## config.mk

```make
export PLATFORM = sky130hd
export DESIGN_NAME = vedic_mult8_pipe
export DESIGN_NICKNAME = d
export VERILOG_FILES = /design/src/rtl/vedic_pkg.sv /design/src/rtl/vedic_4x4.sv /design/src/rtl/vedic_mult8_pipe.sv
export SDC_FILE = /design/constraint.sdc
export NUM_CORES = 1
export LEC_CHECK = 0
export CAP_MARGIN = 5
export CORE_MARGIN = 3
export CORE_UTILIZATION = 60
export DETAILED_ROUTE_END_ITERATION = 8
export PLACE_DENSITY = 0.82
export SYNTH_ARGS = -nofsm -noshare
export SYNTH_HDL_FRONTEND = slang
export SYNTH_SLANG_ARGS = --single-unit
```

## constraint.sdc

```tcl
create_clock -name clk -period 6.6 [get_ports clk]
set_input_delay 0.99 -clock clk [delete_from_list [all_inputs] [get_ports clk]]
set_output_delay 0.99 -clock clk [all_outputs]
set_load 0.05 [all_outputs]
```

## src/rtl/vedic_pkg.sv

```systemverilog
// Shared constants, partial-product bundle and the 2x2 Urdhva cell.
package vedic_pkg;

    localparam int unsigned VM_WIDTH = 8;
    localparam int unsigned VM_PW    = 16;
    localparam int unsigned VM_HALF  = 4;

    // Four 4x4 partial products passed from the multiply stage to the combine stage
    typedef struct packed {
        logic [7:0] ll;
        logic [7:0] lh;
        logic [7:0] hl;
        logic [7:0] hh;
    } pp_t;

    // 2x2 vertical-and-crosswise cell: vertical a0b0, crosswise a1b0^a0b1, vertical a1b1
    function automatic logic [3:0] mul2x2(input logic [1:0] a, input logic [1:0] b);
        logic v0, x0, x1, c1, v1;
        v0 = a[0] & b[0];
        x0 = a[1] & b[0];
        x1 = a[0] & b[1];
        c1 = x0 & x1;
        v1 = a[1] & b[1];
        return {v1 & c1, v1 ^ c1, x0 ^ x1, v0};
    endfunction

endpackage

```

## src/rtl/vedic_4x4.sv

```systemverilog
// Combinational 4x4 Urdhva multiplier built from four 2x2 cells.
module vedic_4x4
    import vedic_pkg::*;
(
    input  logic [3:0] a,
    input  logic [3:0] b,
    output logic [7:0] p
);

    logic [3:0] q_ll;
    logic [3:0] q_hl;
    logic [3:0] q_lh;
    logic [3:0] q_hh;
    logic [4:0] mid;

    // Cross terms share weight 4 and are summed at 5 bits before combining
    always_comb begin
        q_ll = mul2x2(a[1:0], b[1:0]);
        q_hl = mul2x2(a[3:2], b[1:0]);
        q_lh = mul2x2(a[1:0], b[3:2]);
        q_hh = mul2x2(a[3:2], b[3:2]);
        mid  = {1'b0, q_hl} + {1'b0, q_lh};
        p    = {q_hh, q_ll} + {1'b0, mid, 2'b00};
    end

endmodule

```

## src/rtl/vedic_mult8_pipe.sv

```systemverilog
// Streaming 8x8 Vedic multiplier: operand, partial-product, product and output register ranks
// moving in lockstep under a single advance signal.
module vedic_mult8_pipe
    import vedic_pkg::*;
#(
    parameter int unsigned WIDTH = VM_WIDTH,
    parameter int unsigned CNT_W = 16
) (
    input  logic               clk,
    input  logic               rst_n,
    input  logic               in_valid,
    output logic               in_ready,
    input  logic [WIDTH-1:0]   in_a,
    input  logic [WIDTH-1:0]   in_b,
    output logic               out_valid,
    input  logic               out_ready,
    output logic [2*WIDTH-1:0] out_p,
    output logic [CNT_W-1:0]   done_cnt,
    output logic               act_led
);

    logic               advance;
    logic               handoff;

    logic               s1_valid_q;
    logic [WIDTH-1:0]   s1_a_q;
    logic [WIDTH-1:0]   s1_b_q;
    logic               s2_valid_q;
    pp_t                s2_pp_q;
    logic               s3_valid_q;
    logic [VM_PW-1:0]   s3_p_q;
    logic               out_valid_q;
    logic [VM_PW-1:0]   out_p_q;
    logic [CNT_W-1:0]   done_cnt_q;
    logic               act_led_q;

    logic [7:0]         ll;
    logic [7:0]         lh;
    logic [7:0]         hl;
    logic [7:0]         hh;
    pp_t                pp_d;
    logic [8:0]         mid_sum;
    logic [VM_PW-1:0]   p_d;

    vedic_4x4 u_ll (.a(s1_a_q[VM_HALF-1:0]),     .b(s1_b_q[VM_HALF-1:0]),     .p(ll));
    vedic_4x4 u_lh (.a(s1_a_q[VM_HALF-1:0]),     .b(s1_b_q[WIDTH-1:VM_HALF]), .p(lh));
    vedic_4x4 u_hl (.a(s1_a_q[WIDTH-1:VM_HALF]), .b(s1_b_q[VM_HALF-1:0]),     .p(hl));
    vedic_4x4 u_hh (.a(s1_a_q[WIDTH-1:VM_HALF]), .b(s1_b_q[WIDTH-1:VM_HALF]), .p(hh));

    // Handshake: the whole pipe moves whenever the output slot is empty or being drained
    always_comb begin
        advance = ~out_valid_q | out_ready;
        handoff = out_valid_q & out_ready;
    end

    // Combine: 9-bit middle sum so 0xFF*0xFF stays exact
    always_comb begin
        pp_d    = '{ll: ll, lh: lh, hl: hl, hh: hh};
        mid_sum = {1'b0, s2_pp_q.lh} + {1'b0, s2_pp_q.hl};
        p_d     = {s2_pp_q.hh, s2_pp_q.ll} + {3'b000, mid_sum, 4'b0000};
    end

    // Pipeline ranks; data only loads behind a valid bit so bubbles leave data untouched
    always_ff @(posedge clk) begin
        if (!rst_n) begin
            s1_valid_q  <= 1'b0;
            s1_a_q      <= '0;
            s1_b_q      <= '0;
            s2_valid_q  <= 1'b0;
            s2_pp_q     <= '0;
            s3_valid_q  <= 1'b0;
            s3_p_q      <= '0;
            out_valid_q <= 1'b0;
            out_p_q     <= '0;
        end else if (advance) begin
            s1_valid_q  <= in_valid;
            s2_valid_q  <= s1_valid_q;
            s3_valid_q  <= s2_valid_q;
            out_valid_q <= s3_valid_q;
            if (in_valid) begin
                s1_a_q <= in_a;
                s1_b_q <= in_b;
            end
            if (s1_valid_q) s2_pp_q <= pp_d;
            if (s2_valid_q) s3_p_q  <= p_d;
            if (s3_valid_q) out_p_q <= s3_p_q;
        end
    end

    // Handoff bookkeeping: wrapping product counter and LED toggle
    always_ff @(posedge clk) begin
        if (!rst_n) begin
            done_cnt_q <= '0;
            act_led_q  <= 1'b0;
        end else if (handoff) begin
            done_cnt_q <= done_cnt_q + CNT_W'(1);
            act_led_q  <= ~act_led_q;
        end
    end

    assign in_ready  = advance;
    assign out_valid = out_valid_q;
    assign out_p     = out_p_q;
    assign done_cnt  = done_cnt_q;
    assign act_led   = act_led_q;

endmodule
```

# Word level (Yosys, flattened, before mapping)
# Index checks and enable logic that the tools add are counted.
[word_totals]
register_bits = 101
inputBits = 20
out_inout_bits = 35
wordCells = 161
[classes]
add_sub_neg = 11
n_bitwise = 132
n_reduce_logical = 4
[op_table]
columns = ["op", "count"]
rows = [
  ["$and A1 B1 Y1", 97],
  ["$add A8 B7 Y8", 4],
  ["$xor A1 B1 Y1", 32],
  ["$add A4 B4 Y5", 4],
  ["$add A16 B1 Y16 const B", 1],
  ["$add A16 B13 Y16", 1],
  ["$add A8 B8 Y9", 1],
  ["$reduce_and A2 Y1", 4],
  ["$not A1 Y1", 2],
  ["$or A1 B1 Y1", 1],
]

# Longest topological paths before layout
# Gate-level depths: netlist of the first run.
[logic_depth]
depth_word = 5
depth_mapped = 14

# Hierarchy
# A second synthesis of the first run with hierarchy kept.
[hier_totals]
hier_cells = 789
hier_area_um2 = 6471.2
[modules_own_cells]
columns = ["module", "instances", "cells_per_inst", "area_each_um2", "seq_area_each_um2"]
rows = [
  ["vedic_mult8_pipe", 1, 557, 4424.2, 2021.9],
  ["vedic_4x4", 4, 58, 511.7, 0.0],
]

# Least setup slack after synthesis of the first run
# OpenSTA, ideal clock, no wires.
[synth_timing]
kind = "reg-to-reg"
start = "register s2_pp_q[8] (netlist name)"
end = "register s3_p_q[15]"
setup_time_ps = 74
arrival_time_ps = 2860
t_required_ps = 6526
setup_slack_ps = 3666
stages_incl_launch_ff = 15
period_less_slack_ps = 2934
path_cell_list = "dfxtp_1 > ha_1 > inv_1 > fa_1 > nor2b_1 > o21ai_0 > a21boi_0 > o21ai_0 > a21oi_1 > ha_1 > a21oi_1 > o21ai_0 > and3_1 > or3_1 > a31oi_1"
[synth_between]
elab_chain_cells = 2
[synth_lines]
columns = ["element", "line", "source"]
rows = [
  ["from (decl)", "vedic_mult8_pipe.sv:29", "pp_t s2_pp_q;"],
  ["from (signal assigned)", "vedic_mult8_pipe.sv:84", "if (s1_valid_q) s2_pp_q <= pp_d;"],
  ["$add A8 B8 Y9", "vedic_mult8_pipe.sv:59", "mid_sum = {1'b0, s2_pp_q.lh} + {1'b0, s2_pp_q.hl};"],
  ["$add A16 B13 Y16", "vedic_mult8_pipe.sv:60", "p_d = {s2_pp_q.hh, s2_pp_q.ll} + {3'b000, mid_sum, 4'b0000};"],
  ["to (signal assigned)", "vedic_mult8_pipe.sv:85", "if (s2_valid_q) s3_p_q <= p_d;"],
  ["to (decl)", "vedic_mult8_pipe.sv:31", "logic [VM_PW-1:0] s3_p_q;"],
]
# Every way passes these cells.
# A chain may end at the register's enable or synchronous reset.

# Worst setup path after layout of the first run
[layout_timing]
start = "input out_ready"
end = "output in_ready"
[layout_between]
elab_chain_cells = 1
[layout_lines]
columns = ["element", "line", "source"]
rows = [
  ["from (decl)", "vedic_mult8_pipe.sv:16", "input logic out_ready,"],
  ["$or A1 B1 Y1", "vedic_mult8_pipe.sv:52", "advance = ~out_valid_q | out_ready;"],
  ["to (decl)", "vedic_mult8_pipe.sv:12", "output logic in_ready,"],
]
# Every way passes these cells.

==> results of run 1 <==
==> state kept, by name (all words and copies together) (netlist names) <==
name,count
out_p,16
s2_pp_q,32
s1_a_q,8
s3_p_q,16
done_cnt,16
out_valid,1
s3_valid_q,1
s1_valid_q,1
act_led,1
s2_valid_q,1
s1_b_q,8
==> synth_stat cells, types with 6 or more instances <==
cell                         n  area [sq um]
sky130_fd_sc_hd__a21o_1     24           180
sky130_fd_sc_hd__and2_1     65           407
sky130_fd_sc_hd__a211oi_1   11          82.6
sky130_fd_sc_hd__nor2_1     33           124
sky130_fd_sc_hd__inv_1      16          60.1
sky130_fd_sc_hd__nand2_1   148           556
sky130_fd_sc_hd__clkbuf_1   19          71.3
sky130_fd_sc_hd__nand3_1    12          60.1
sky130_fd_sc_hd__xnor2_1    32           280
sky130_fd_sc_hd__buf_2      12          60.1
sky130_fd_sc_hd__o21ai_0    20           100
sky130_fd_sc_hd__xor2_1      7          61.3
sky130_fd_sc_hd__a21oi_1    94           470
sky130_fd_sc_hd__ha_1       88          1100
sky130_fd_sc_hd__nand4_1     7          43.8
sky130_fd_sc_hd__a31oi_1     6          37.5
sky130_fd_sc_hd__dfxtp_1   101          2020
sky130_fd_sc_hd__o211ai_1    6          45.0
sky130_fd_sc_hd__or3_1       8          50.1
sky130_fd_sc_hd__nor3_1      7          35.0
sky130_fd_sc_hd__fa_1       10           200
sky130_fd_sc_hd__nand4b_1    8          70.1
==> worst max-delay path: stages <==
cell	delay [ps]
sky130_fd_sc_hd__clkdlybuf4s50_1	470
sky130_fd_sc_hd__and2b_1	230
sky130_fd_sc_hd__inv_2	140
sky130_fd_sc_hd__clkdlybuf4s50_1	820
==> report_power, final <==
part / internal (mW) / leakage, nW / switching [mW]
sequential: 0.621 / 0.818 / 0.0182
clock: 0.187 / 0.0959 / 0.217
combinational: 0.0381 / 2.30 / 0.0578
==> final timing paths <==
check	startpoint	to	slack, ps	depth (start not counted)
hold / removal	out_p[0]$_SDFFE_PN0P_	out_p[0]$_SDFFE_PN0P_	460	2
setup reg to reg	s2_pp_q[16]$_SDFFE_PN0P_	s3_p_q[15]$_SDFFE_PN0P_	3130	14
hold reg to reg	out_p[0]$_SDFFE_PN0P_	out_p[0]$_SDFFE_PN0P_	460	2
setup / recovery	out_ready	in_ready	2950	4
==> kinds of logic (layout without fill, tap and decap cells) <==
kind of cell	after synthesis	count (layout)	share of synthesized area, %
AND/OR/NAND/NOR	307	307	23.5
AO/OA/AOI/OAI	170	170	15.4
flip-flops	101	101	31.7
adder cells (fa/ha/maj)	98	98	20.4
buffers and inverters	51	91	3.51
XOR/XNOR	39	39	5.35
multiplexers	1	1	0.176
==> stage by stage <==
stage | cells | hold slack [ps] | cell area (sq um) | power (mW) | utilization, %
after floorplan | 767 | 429 | 6390 | 0.713 | -
after global placement | 927 | 444 | 6960 | 0.744 | 67.4
after detailed placement | 927 | 449 | 6960 | 0.749 | 67.4
after CTS | 943 | 460 | 7160 | 1.14 | 69.4
after global routing | 943 | 471 | 7160 | 1.18 | 69.4
final | 943 | 458 | 7160 | 1.14 | 69.4
==> final cells by class <==
type                    instances  area [sq um]
multi-input cells             615          4140
repair buffers                 57           563
well taps                     136           170
flip-flops and latches        101          2020
clock buffers                  11           141
inverters                      18          67.6
clock inverters                 5          58.8
fillers                       837          3160
==> cells in the final DEF (no fill, tap or decap), drive strengths merged, types with 8 or more instances in the layout <==
| cell type | n |
|---|---|
| a211oi | 11 |
| a21o | 24 |
| a21oi | 95 |
| and2 | 65 |
| clkbuf | 11 |
| clkdlybuf4s50 | 54 |
| dfxtp | 101 |
| fa | 10 |
| ha | 88 |
| inv | 19 |
| nand2 | 148 |
| nand3 | 13 |
| nand4b | 8 |
| nor2 | 33 |
| o21ai | 20 |
| or3 | 9 |
| xnor2 | 32 |
==> layer usage <==
metal | up-vias | wire, microns | part of all wire [%]
met2 | 81 | 7190 | 51
met1 | 2549 | 6020 | 43
met5 | - | 0 | 0
li1 | 2712 | - | -
met3 | 20 | 538 | 3.9
met4 | 0 | 217 | 1.6
==> qor.json, run 1 <==
{
  "design.final.nets": {"value": 920},
  "row_count": {"value": 37},
  "setup_repair_after_global_routing_missed_its_margin": {"value": "no"},
  "first_global_vias": {"value": 5246},
  "post_synth_inst_count": {"value": 767},
  "grt.met3_usage": {"value": 4.38, "unit": "%"},
  "kind_of_end_point_of_the_critical_path": {"value": "output pin"},
  "edff_count_synth": {"value": 0},
  "syn_area": {"value": 6390, "unit": "sq um"},
  "syn2layout_area_growth": {"value": 12.2, "unit": "%"},
  "final_hold_viol_count": {"value": 0},
  "floorplan.die_area": {"value": 11900, "unit": "sq um"},
  "fin_worst_skew": {"value": 6.23, "unit": "ps"},
  "groute.usage.overall": {"value": 24.7, "unit": "%"},
  "grt.met2_usage": {"value": 44.2, "unit": "%"},
  "area_of_the_placeable_core": {"value": 10300, "unit": "sq um"},
  "synth_cell_type_count": {"value": 44},
  "use_met1": {"value": 30.7, "unit": "%"},
  "io_pins": {"value": 55},
  "floorplan.die.height": {"value": 109, "unit": "microns"},
  "post-cts-setup-buffers": {"value": 0},
  "detailedRoute.firstPassIterationCount": {"value": 5},
  "antenna_violating_nets_remaining": {"value": 0},
  "tritoncts_buffers": {"value": 9},
  "max_freq": {"value": 0.274, "unit": "GHz"},
  "place.gp.congestion": {"value": 0.843},
  "ys_ff_latch": {"value": 101},
  "post-place-ws": {"value": 2740, "unit": "ps"},
  "max_cap_violations": {"value": 0},
  "post_cts_resize_count": {"value": 0},
  "drt_first_iter_violations": {"value": 303},
  "final_max_slew_viol_count": {"value": 0},
  "largest_net_degree_at_the_start_of_global_routing": {"value": 60},
  "postSynthNetCount": {"value": 885},
  "async_set_reset_flop_share_out_of_synthesis": {"value": 0, "unit": "%"},
  "peak_supply_drop": {"value": 0.000131, "unit": "V"},
  "crit_path_max_fanout": {"value": 9},
  "wire_per_inst": {"value": 14.8, "unit": "microns"},
  "worst_pin_slew": {"value": 889, "unit": "ps"},
  "report.final.setup_viol": {"value": 0},
  "slew_headroom": {"value": 40.5, "unit": "%"},
  "outcome": {"value": "completed"},
  "tritoncts_num_sinks": {"value": 101},
  "fraction_of_layout_instances_using_a_drive_strength_above_1": {"value": 3.47, "unit": "%"},
  "ctsLongestPathBuffers": {"value": 2},
  "cellLeakagePower": {"value": 3.22, "unit": "nW"},
  "initial_core_util": {"value": 61.9, "unit": "%"},
  "grt_max_usage_layer": {"value": "met2"},
  "worst_skew_pair.late_latency": {"value": 370, "unit": "ps"},
  "place.detailed.hpwl": {"value": 10400, "unit": "microns"},
  "root_buffer": {"value": "sky130_fd_sc_hd__clkbuf_8"},
  "worstSetupPathType": {"value": "in2out"},
  "worst_ep_arrival_time": {"value": 2660, "unit": "ps"},
  "via_density_per_instance": {"value": 5.69},
  "wire_length_of_the_first_global_routing_pass": {"value": 23700, "unit": "microns"},
  "cts_max_level": {"value": 3},
  "post-route-period-util": {"value": 55.2, "unit": "%"},
  "hold_class": {"value": "reg2reg"},
  "fin_setup_tns": {"value": 0, "unit": "ps"},
  "port-buffer-count": {"value": 54},
  "power-per-cell-area": {"value": 159, "unit": "nW/um^2"},
  "wl": {"value": 14000, "unit": "microns"},
  "worstSetupStartpointType": {"value": "input pin"},
  "overflow": {"value": 0},
  "synth-seq-area-share": {"value": 31.7, "unit": "%"},
  "yosys_most_used_dff": {"value": "sky130_fd_sc_hd__dfxtp_1"},
  "diodes": {"value": 0},
  "tritoncts": {"value": "built"},
  "postSynthAreaPerCell": {"value": 8.33, "unit": "sq um"},
  "req_time_crit_path": {"value": 5610, "unit": "ps"},
  "drc_errors": {"value": 0},
  "holdBufCountCts": {"value": 0},
  "fp.dieW": {"value": 109, "unit": "microns"},
  "antenna_found_initial": {"value": 0},
  "path_clk_slew": {"value": 90, "unit": "ps"},
  "timing.final.ws_setup": {"value": 2950, "unit": "ps"},
  "ys.warnings.count": {"value": 0},
  "vias": {"value": 5362},
  "period_needed": {"value": 3650, "unit": "ps"}
}
Note: power is estimated with default switching activity, not from simulation.
==> inputs of run 2 (changes only) <==
--- a/config.mk
+++ b/config.mk
@@ -7,9 +7,9 @@
 export LEC_CHECK = 0
 export CAP_MARGIN = 5
 export CORE_MARGIN = 3
-export CORE_UTILIZATION = 60
+export CORE_UTILIZATION = 53
 export DETAILED_ROUTE_END_ITERATION = 8
-export PLACE_DENSITY = 0.82
+export PLACE_DENSITY = 0.77
 export SYNTH_ARGS = -nofsm -noshare
 export SYNTH_HDL_FRONTEND = slang
 export SYNTH_SLANG_ARGS = --single-unit
==> constraint.sdc (replaced) <==
create_clock -name clk -period 3.3 [get_ports clk]
set_input_delay 0.495 -clock clk [delete_from_list [all_inputs] [get_ports clk]]
set_output_delay 0.495 -clock clk [all_outputs]
set_load 0.05 [all_outputs]
==> run 2 against run 1 <==
Effect of this change: die area grew 12%; sequential power grew 100%; core utilization shrank 6.3 points; total power grew 120%; critical path type is now reg2reg; largest cell class unchanged; largest power group unchanged.
==> qor.json, run 2 (same netlist as run 1, synthesis figures left out) <==
{
  "outcome": {"value": "completed", "change": "unchanged"},
  "wire_per_inst": {"value": 14.9, "unit": "microns", "change": "was 14.8 microns"},
  "crit_path_max_fanout": {"value": 3, "change": "was 9"},
  "peak_supply_drop": {"value": 0.000247, "unit": "V", "change": "was 0.000131 V"},
  "wl": {"value": 14200, "unit": "microns", "change": "was 14000 microns"},
  "grt.met3_usage": {"value": 4.80, "unit": "%", "change": "was 4.38%"},
  "diodes": {"value": 0, "change": "unchanged"},
  "largest_register_ff_count": {"value": 32, "change": "unchanged"},
  "place.gp.congestion": {"value": 0.867, "change": "was 0.843"},
  "drt_first_iter_violations": {"value": 351, "change": "was 303"},
  "post-route-period-util": {"value": 91.8, "unit": "%"},
  "fin_setup_tns": {"value": 0, "unit": "ps", "change": "unchanged"},
  "design.final.nets": {"value": 926, "change": "was 920"},
  "vias": {"value": 5319, "change": "was 5362"},
  "via_density_per_instance": {"value": 5.57, "change": "was 5.69"},
  "antenna_found_initial": {"value": 0, "change": "unchanged"},
  "layout.cells.most_common_list": {"value": "sky130_fd_sc_hd__nand2_1 (148), sky130_fd_sc_hd__dfxtp_1 (101), sky130_fd_sc_hd__a21oi_1 (93)", "change": "was sky130_fd_sc_hd__nand2_1 (148), sky130_fd_sc_hd__dfxtp_1 (101), sky130_fd_sc_hd__a21oi_1 (94)"},
  "cellLeakagePower": {"value": 3.29, "unit": "nW", "change": "was 3.22 nW"},
  "grt_max_usage_layer": {"value": "met2", "change": "unchanged"},
  "fin_total_pwr": {"value": 2.52, "unit": "mW", "change": "was 1.14 mW"},
  "post-cts-setup-buffers": {"value": 0, "change": "unchanged"},
  "req_time_crit_path": {"value": 3570, "unit": "ps", "change": "was 5610 ps"},
  "floorplan.die_area": {"value": 13400, "unit": "sq um", "change": "was 11900 sq um"},
  "sequential_cell_area": {"value": 2020, "unit": "sq um", "change": "unchanged"},
  "slew_headroom": {"value": 52.7, "unit": "%", "change": "was 40.5%"},
  "tritoncts_num_sinks": {"value": 101, "change": "unchanged"},
  "first_global_vias": {"value": 5359, "change": "was 5246"},
  "power-per-cell-area": {"value": 344, "unit": "nW/um^2", "change": "was 159 nW/um^2"},
  "report.final.setup_viol": {"value": 0, "change": "unchanged"},
  "port-buffer-count": {"value": 54, "change": "unchanged"},
  "final_standard_cell_utilization_of_the_core": {"value": 63.1, "unit": "%", "change": "was 69.4%"},
  "period_needed": {"value": 3030, "unit": "ps"},
  "max_freq": {"value": 0.330, "unit": "GHz"},
  "kind_of_end_point_of_the_critical_path": {"value": "flip-flop", "change": "was output pin"},
  "final_hold_viol_count": {"value": 0, "change": "unchanged"},
  "setup_repair_after_global_routing_missed_its_margin": {"value": "no", "change": "unchanged"},
  "root_buffer": {"value": "sky130_fd_sc_hd__clkbuf_16", "change": "was sky130_fd_sc_hd__clkbuf_8"},
  "area_of_the_placeable_core": {"value": 11600, "unit": "sq um", "change": "was 10300 sq um"},
  "worstSetupPathType": {"value": "reg2reg", "change": "was in2out"},
  "layout_commonest_cell": {"value": "sky130_fd_sc_hd__nand2_1", "change": "unchanged"},
  "max_cap_violations": {"value": 0, "change": "unchanged"},
  "tritoncts": {"value": "built", "change": "unchanged"},
  "worst_skew_pair.late_latency": {"value": 340, "unit": "ps", "change": "was 370 ps"},
  "grt.met2_usage": {"value": 39.6, "unit": "%", "change": "was 44.2%"},
  "layout.filler_cells": {"value": 1040, "change": "was 837"},
  "ctsLongestPathBuffers": {"value": 2, "change": "unchanged"},
  "worst_ep_arrival_time": {"value": 3310, "unit": "ps", "change": "was 2660 ps"},
  "cts_max_level": {"value": 3, "change": "unchanged"},
  "place.detailed.hpwl": {"value": 10700, "unit": "microns", "change": "was 10400 microns"},
  "fp.dieW": {"value": 116, "unit": "microns", "change": "was 109 microns"},
  "holdWs": {"value": 452, "unit": "ps", "change": "was 458 ps"},
  "initial_core_util": {"value": 55.0, "unit": "%", "change": "was 61.9%"},
  "worstSetupStartpointType": {"value": "flip-flop", "change": "was input pin"},
  "overflow": {"value": 0, "change": "unchanged"},
  "worst_pin_slew": {"value": 708, "unit": "ps", "change": "was 889 ps"},
  "antenna_violating_nets_remaining": {"value": 0, "change": "unchanged"},
  "wire_length_of_the_first_global_routing_pass": {"value": 24400, "unit": "microns", "change": "was 23700 microns"},
  "largest_register": {"value": "s2_pp_q", "change": "unchanged"},
  "tritoncts_buffers": {"value": 9, "change": "unchanged"},
  "final_max_slew_viol_count": {"value": 0, "change": "unchanged"},
  "multiInputGateArea": {"value": 4160, "unit": "sq um", "change": "was 4140 sq um"},
  "syn2layout_area_growth": {"value": 14.7, "unit": "%", "change": "was 12.2%"},
  "floorplan.die.height": {"value": 116, "unit": "microns", "change": "was 109 microns"},
  "path_clk_slew": {"value": 70, "unit": "ps", "change": "was 90 ps"},
  "use_met1": {"value": 28.0, "unit": "%", "change": "was 30.7%"},
  "detailedRoute.firstPassIterationCount": {"value": 5, "change": "unchanged"},
  "io_pins": {"value": 55, "change": "unchanged"},
  "row_count": {"value": 39, "change": "was 37"},
  "largest_net_degree_at_the_start_of_global_routing": {"value": 41, "change": "was 60"},
  "fraction_of_layout_instances_using_a_drive_strength_above_1": {"value": 4.56, "unit": "%", "change": "was 3.47%"},
  "hold_class": {"value": "reg2reg", "change": "unchanged"},
  "groute.usage.overall": {"value": 22.3, "unit": "%", "change": "was 24.7%"},
  "fin_worst_skew": {"value": 7.77, "unit": "ps", "change": "was 6.23 ps"},
  "drc_errors": {"value": 0, "change": "unchanged"}
}
## run 2: changes by cell type in the layout (fill, tap and decap cells not counted), sizes merged
cell	before	now
buf	3	9
clkbuf	11	9
clkinv	1	2
## run 2: area by class of cell
cell class,count,area share [%]
clock buffer,9,3.07
clock inverter,6,0.871
inverter,18,0.922
multi-input combinational,615,56.8
sequential,101,27.6
tap,143,2.44
timing repair buffer,63,8.30
## run 2: per-layer routing
layer,routed length [microns],up-vias
li1,-,2719
met1,6490,2494
met2,7100,85
met3,456,21
met4,192,0
met5,0,-
## run 2: worst paths after layout
path | cells past startpoint | slack, ps | start | end
min | 2 | 450 | out_p[5]$_SDFFE_PN0P_ | out_p[5]$_SDFFE_PN0P_
min reg2reg | 2 | 450 | out_p[5]$_SDFFE_PN0P_ | out_p[5]$_SDFFE_PN0P_
max | 14 | 270 | s2_pp_q[8]$_SDFFE_PN0P_ | s3_p_q[15]$_SDFFE_PN0P_
max reg2reg | 14 | 270 | s2_pp_q[8]$_SDFFE_PN0P_ | s3_p_q[15]$_SDFFE_PN0P_
## run 2: metrics by stage
step / instances / worst slack, ps / cell area [sq um]
floorplan: 767 / 366 / 6390
global placement: 940 / 151 / 7020
detailed placement: 940 / 38.2 / 7020
CTS: 955 / 23.6 / 7310
global route: 955 / 22.3 / 7320
finish: 955 / 269 / 7320
## run 2: critical path, stage by stage, from the launching register on
cell	delay, ps
sky130_fd_sc_hd__dfxtp_1	320
sky130_fd_sc_hd__ha_1	200
sky130_fd_sc_hd__inv_1	70
sky130_fd_sc_hd__fa_2	210
sky130_fd_sc_hd__nor2b_1	50
sky130_fd_sc_hd__o21ai_0	190
sky130_fd_sc_hd__a21boi_1	130
sky130_fd_sc_hd__o31a_1	310
sky130_fd_sc_hd__a21oi_1	200
sky130_fd_sc_hd__ha_1	300
sky130_fd_sc_hd__a21oi_2	200
sky130_fd_sc_hd__o21ai_1	110
sky130_fd_sc_hd__and3_1	200
sky130_fd_sc_hd__or3_1	340
sky130_fd_sc_hd__a31oi_1	150
## run 2: repair_timing
| action | 4_1_cts | 5_1_grt |
|---|---|---|
| setup endpoints to repair | 0 | 3 |
| hold buffers | 0 | 0 |
| gates resized for setup | 0 | 6 |
## run 2: where the power goes
| part | switching [mW] | internal (mW) |
|---|---|---|
| combinational | 0.119 | 0.0821 |
| clock | 0.458 | 0.583 |
| sequential | 0.0362 | 1.24 |
| total | 0.613 | 1.91 |
==> variant 1, RTL diff (settings of run 2) <==
The parameter `CNT_W` goes from 16 to 18.
--- a/src/rtl/vedic_mult8_pipe.sv
+++ b/src/rtl/vedic_mult8_pipe.sv
@@ -5,5 +5,5 @@
 #(
     parameter int unsigned WIDTH = VM_WIDTH,
-    parameter int unsigned CNT_W = 16
+    parameter int unsigned CNT_W = 18
 ) (
     input  logic               clk,
Ports: changed (resized done_cnt); port bits go from 55 to 57. No check against the original RTL was run, so the function may have changed too.
==> variant 1 against run 2 <==
- clock power up 12%
- setup slack worse by 0.074 ns
- wire length down 0.87%
- global-route usage down 0.061 points
- power up 5.3%
- sequential cell count up 2
- design area up 1.4%
- die area up 0.78%
- core utilization up 0.61 points
- synthesized area up 0.82%
- critical endpoint is now s3_p_q[13]
==> variant 1: results <==
[synth]
synth_compound_area_frac = 0.1605
synthAdderAreaFrac = 0.2021
ys_types = 48
syn-instance-count = 758
yosys-top-cells-count = "153 x nand2_1, 103 x dfxtp_1, 94 x a21oi_1"
synth_mux_area_frac = 0

[detailed_routing]
wl_per_cell_um = 14.83
wl_met1_um = 6398
dr_wl_met2_um = 7003
wl_met3_um = 609

[cells_and_area]
seq-cell-share = 0.2777
nets = 922
drive_above_1_share = 0.04203
num-fill-cells = 989
buffer_area_frac = 0.08559
multi_input_area_share = 0.5646
inverters = 9
area_growth_pct = 15.33
clkCellAreaFrac = 0.04347

[power_and_ir_drop]
cell_internal_pwr_mw = 2.036
power_frac_seq = 0.489

[worst_setup_path]
cp_max_fo = 4

[placed_design]
hpwlAfterDp_um = 10830
dp_cells = 935
io_buffers = 56
dpl-instance-area_sq_um = 7091
routabilityCongestion = 0.8744

[sta]
slew_headroom = 0.5242

[cts]
cts_sinks = 103

[outcome]
outcome = "finished, final reports clean"
==> variant 1: cell count changes in the layout (fill, tap and decap cells not counted), sizes merged, moves of 3 or more <==
cell / delta
xor2: +12
nor3: -3
or3: -6
inv: -9
nand2: +5
o21a: +3
clkbuf: +3
o21ai: -7
a2111oi: +3
xnor2: -7
==> variant 1: path summary, 6_finish.rpt <==
path | slack [ns] | cells after the start | startpoint | endpoint
setup / recovery | 0.20 | 13 | s2_pp_q[8] | s3_p_q[13]
hold / removal | 0.46 | 2 | s3_p_q[8] | out_p[8]
setup reg to reg | 0.20 | 13 | s2_pp_q[8] | s3_p_q[13]
hold reg to reg | 0.46 | 2 | s3_p_q[8] | out_p[8]
==> variant 1: stage by stage <==
stage               setup WS, ns  power, mW  hold slack, ns
floorplan                 0.4005      1.454          0.4288
global placement          0.1869      1.518          0.4441
detailed placement       0.06724      1.524          0.4510
CTS                      0.02043      2.678          0.4594
global route             0.01033      2.744          0.4661
finish                    0.1954      2.654          0.4602
==> variant 2, RTL diff (settings of run 2) <==
Made on the original files. Reset style: asynchronous (`rst_n`), changed in 2 clocked blocks.
--- a/src/rtl/vedic_mult8_pipe.sv
+++ b/src/rtl/vedic_mult8_pipe.sv
@@ -62,5 +62,5 @@
 
     // Pipeline ranks; data only loads behind a valid bit so bubbles leave data untouched
-    always_ff @(posedge clk) begin
+    always_ff @(posedge clk or negedge rst_n) begin
         if (!rst_n) begin
             s1_valid_q  <= 1'b0;
@@ -89,5 +89,5 @@
 
     // Handoff bookkeeping: wrapping product counter and LED toggle
-    always_ff @(posedge clk) begin
+    always_ff @(posedge clk or negedge rst_n) begin
         if (!rst_n) begin
             done_cnt_q <= '0;
Behaviour: not the same (Yosys sat finds a counterexample within 10 cycles, from zero or initial values and one cycle with rst_n low; the reset may be asserted at any time).
==> variant 2 against run 2 <==
- setup slack got worse by 0.030 ns
- sequential cell count unchanged
- synthesized area increased by 3.4%
- wire length decreased by 10%
- die area increased by 3.2%
- synthesized cell count decreased by 19%
- global-route usage decreased by 2.8 points
- design area increased by 3.9%
- highest routed layer unchanged
Power is left out: it rests on default switching activity, and per cell area and clock period it moved more than threefold.
==> variant 2: results <==
[outcome]
outcome = "finished, final reports clean"

[detailed_routing]
wl_met3_um = 467
drtIter0Drc = 166
wl_per_cell_um = 15.04
dr_wl_met2_um = 6371
firstDrtPassIters = 4
wl_met1_um = 5876
viasPerCell = 5.293

[sta]
post-route-min-period_ns = 3.061
skew_ns = 0.01151
slew_headroom = 0.4826
fin_hold_ws_ns = 0.2096

[worst_setup_path]
cp_max_fo = 9
r2r_cells = 12
max_stage_delay_ns = 0.47
path_delay_family = "compound AO/OA/AOI/OAI gates"
crit_start = "s1_b_q[6]"
crit_end = "s2_pp_q[7]"
crit_slowest_cell = "dfrtp_1"
regToRegSetupSlack_ns = 0.24

[synth]
synth_mux_area_frac = 0.07981
postSynth.asyncResetShare = 1.000
synth-xor-area-share = 0.06900
avgSynthCellArea_sq_um = 10.65
ys_types = 53
ys_seq_area_frac = 0.3829
synth_compound_area_frac = 0.09630
synth_nets = 738
synthAdderAreaFrac = 0.1972
yosys-top-cells-count = "101 x dfrtp_1, 88 x ha_1, 74 x nand2_1"
netlist_top_cells_area = "dfrtp_1 38%, ha_1 17%, mux2_2 7.7%"
synth_top_flop_cell = "dfrtp_1"

[placed_design]
routabilityCongestion = 0.8431
dp_cells = 837
hpwlAfterDp_um = 10260
place_ws_ns = 0.2466
dpl-instance-area_sq_um = 7322
io_buffers = 54

[cells_and_area]
drive_above_1_share = 0.1299
nets = 798
stdcell_count = 853
num-fill-cells = 996

[global_routing]
grt_pass1_wl_um = 22290
use_met2 = 0.3316
use_met3 = 0.04325
grt_pass1_vias = 4600
grt_max_degree = 66
grt_use_met1 = 0.2575
track_usage = 0.1953

[cts]
clk_latency_ns = 0.35

[min_path]
min-delay-path-class = "in -> async"
variant 2: cell count changes in the layout (fill, tap and decap cells not counted), sizes merged, moves of 5 or more:
cell,run 2,this run
xor2,7,22
a31oi,6,0
nand2,148,79
mux2,1,45
dfxtp,101,0
o21ai,20,35
a21oi,95,28
or3,9,1
dfrtp,0,101
nand4b,8,0
a21o,24,19
nor2,33,11
a211oi,11,5
variant 2: kinds of logic after synthesis:
group / after synthesis
multiplexers: 47
AO/OA/AOI/OAI: 99
flip-flops: 101
XOR/XNOR: 52
AND/OR/NAND/NOR: 195
buffers and inverters: 28
adder cells (fa/ha/maj): 98
variant 2: area by class of cell:
cell class | count | area (sq um) | area share
sequential | 101 | 2527 | 0.3322
timing repair buffer | 60 | 583.1 | 0.07663
clock buffer | 9 | 225.2 | 0.02960
inverter | 17 | 66.31 | 0.008716
clock inverter | 7 | 56.30 | 0.007400
tap | 168 | 210.2 | 0.02763
multi-input combinational | 491 | 3940 | 0.5178
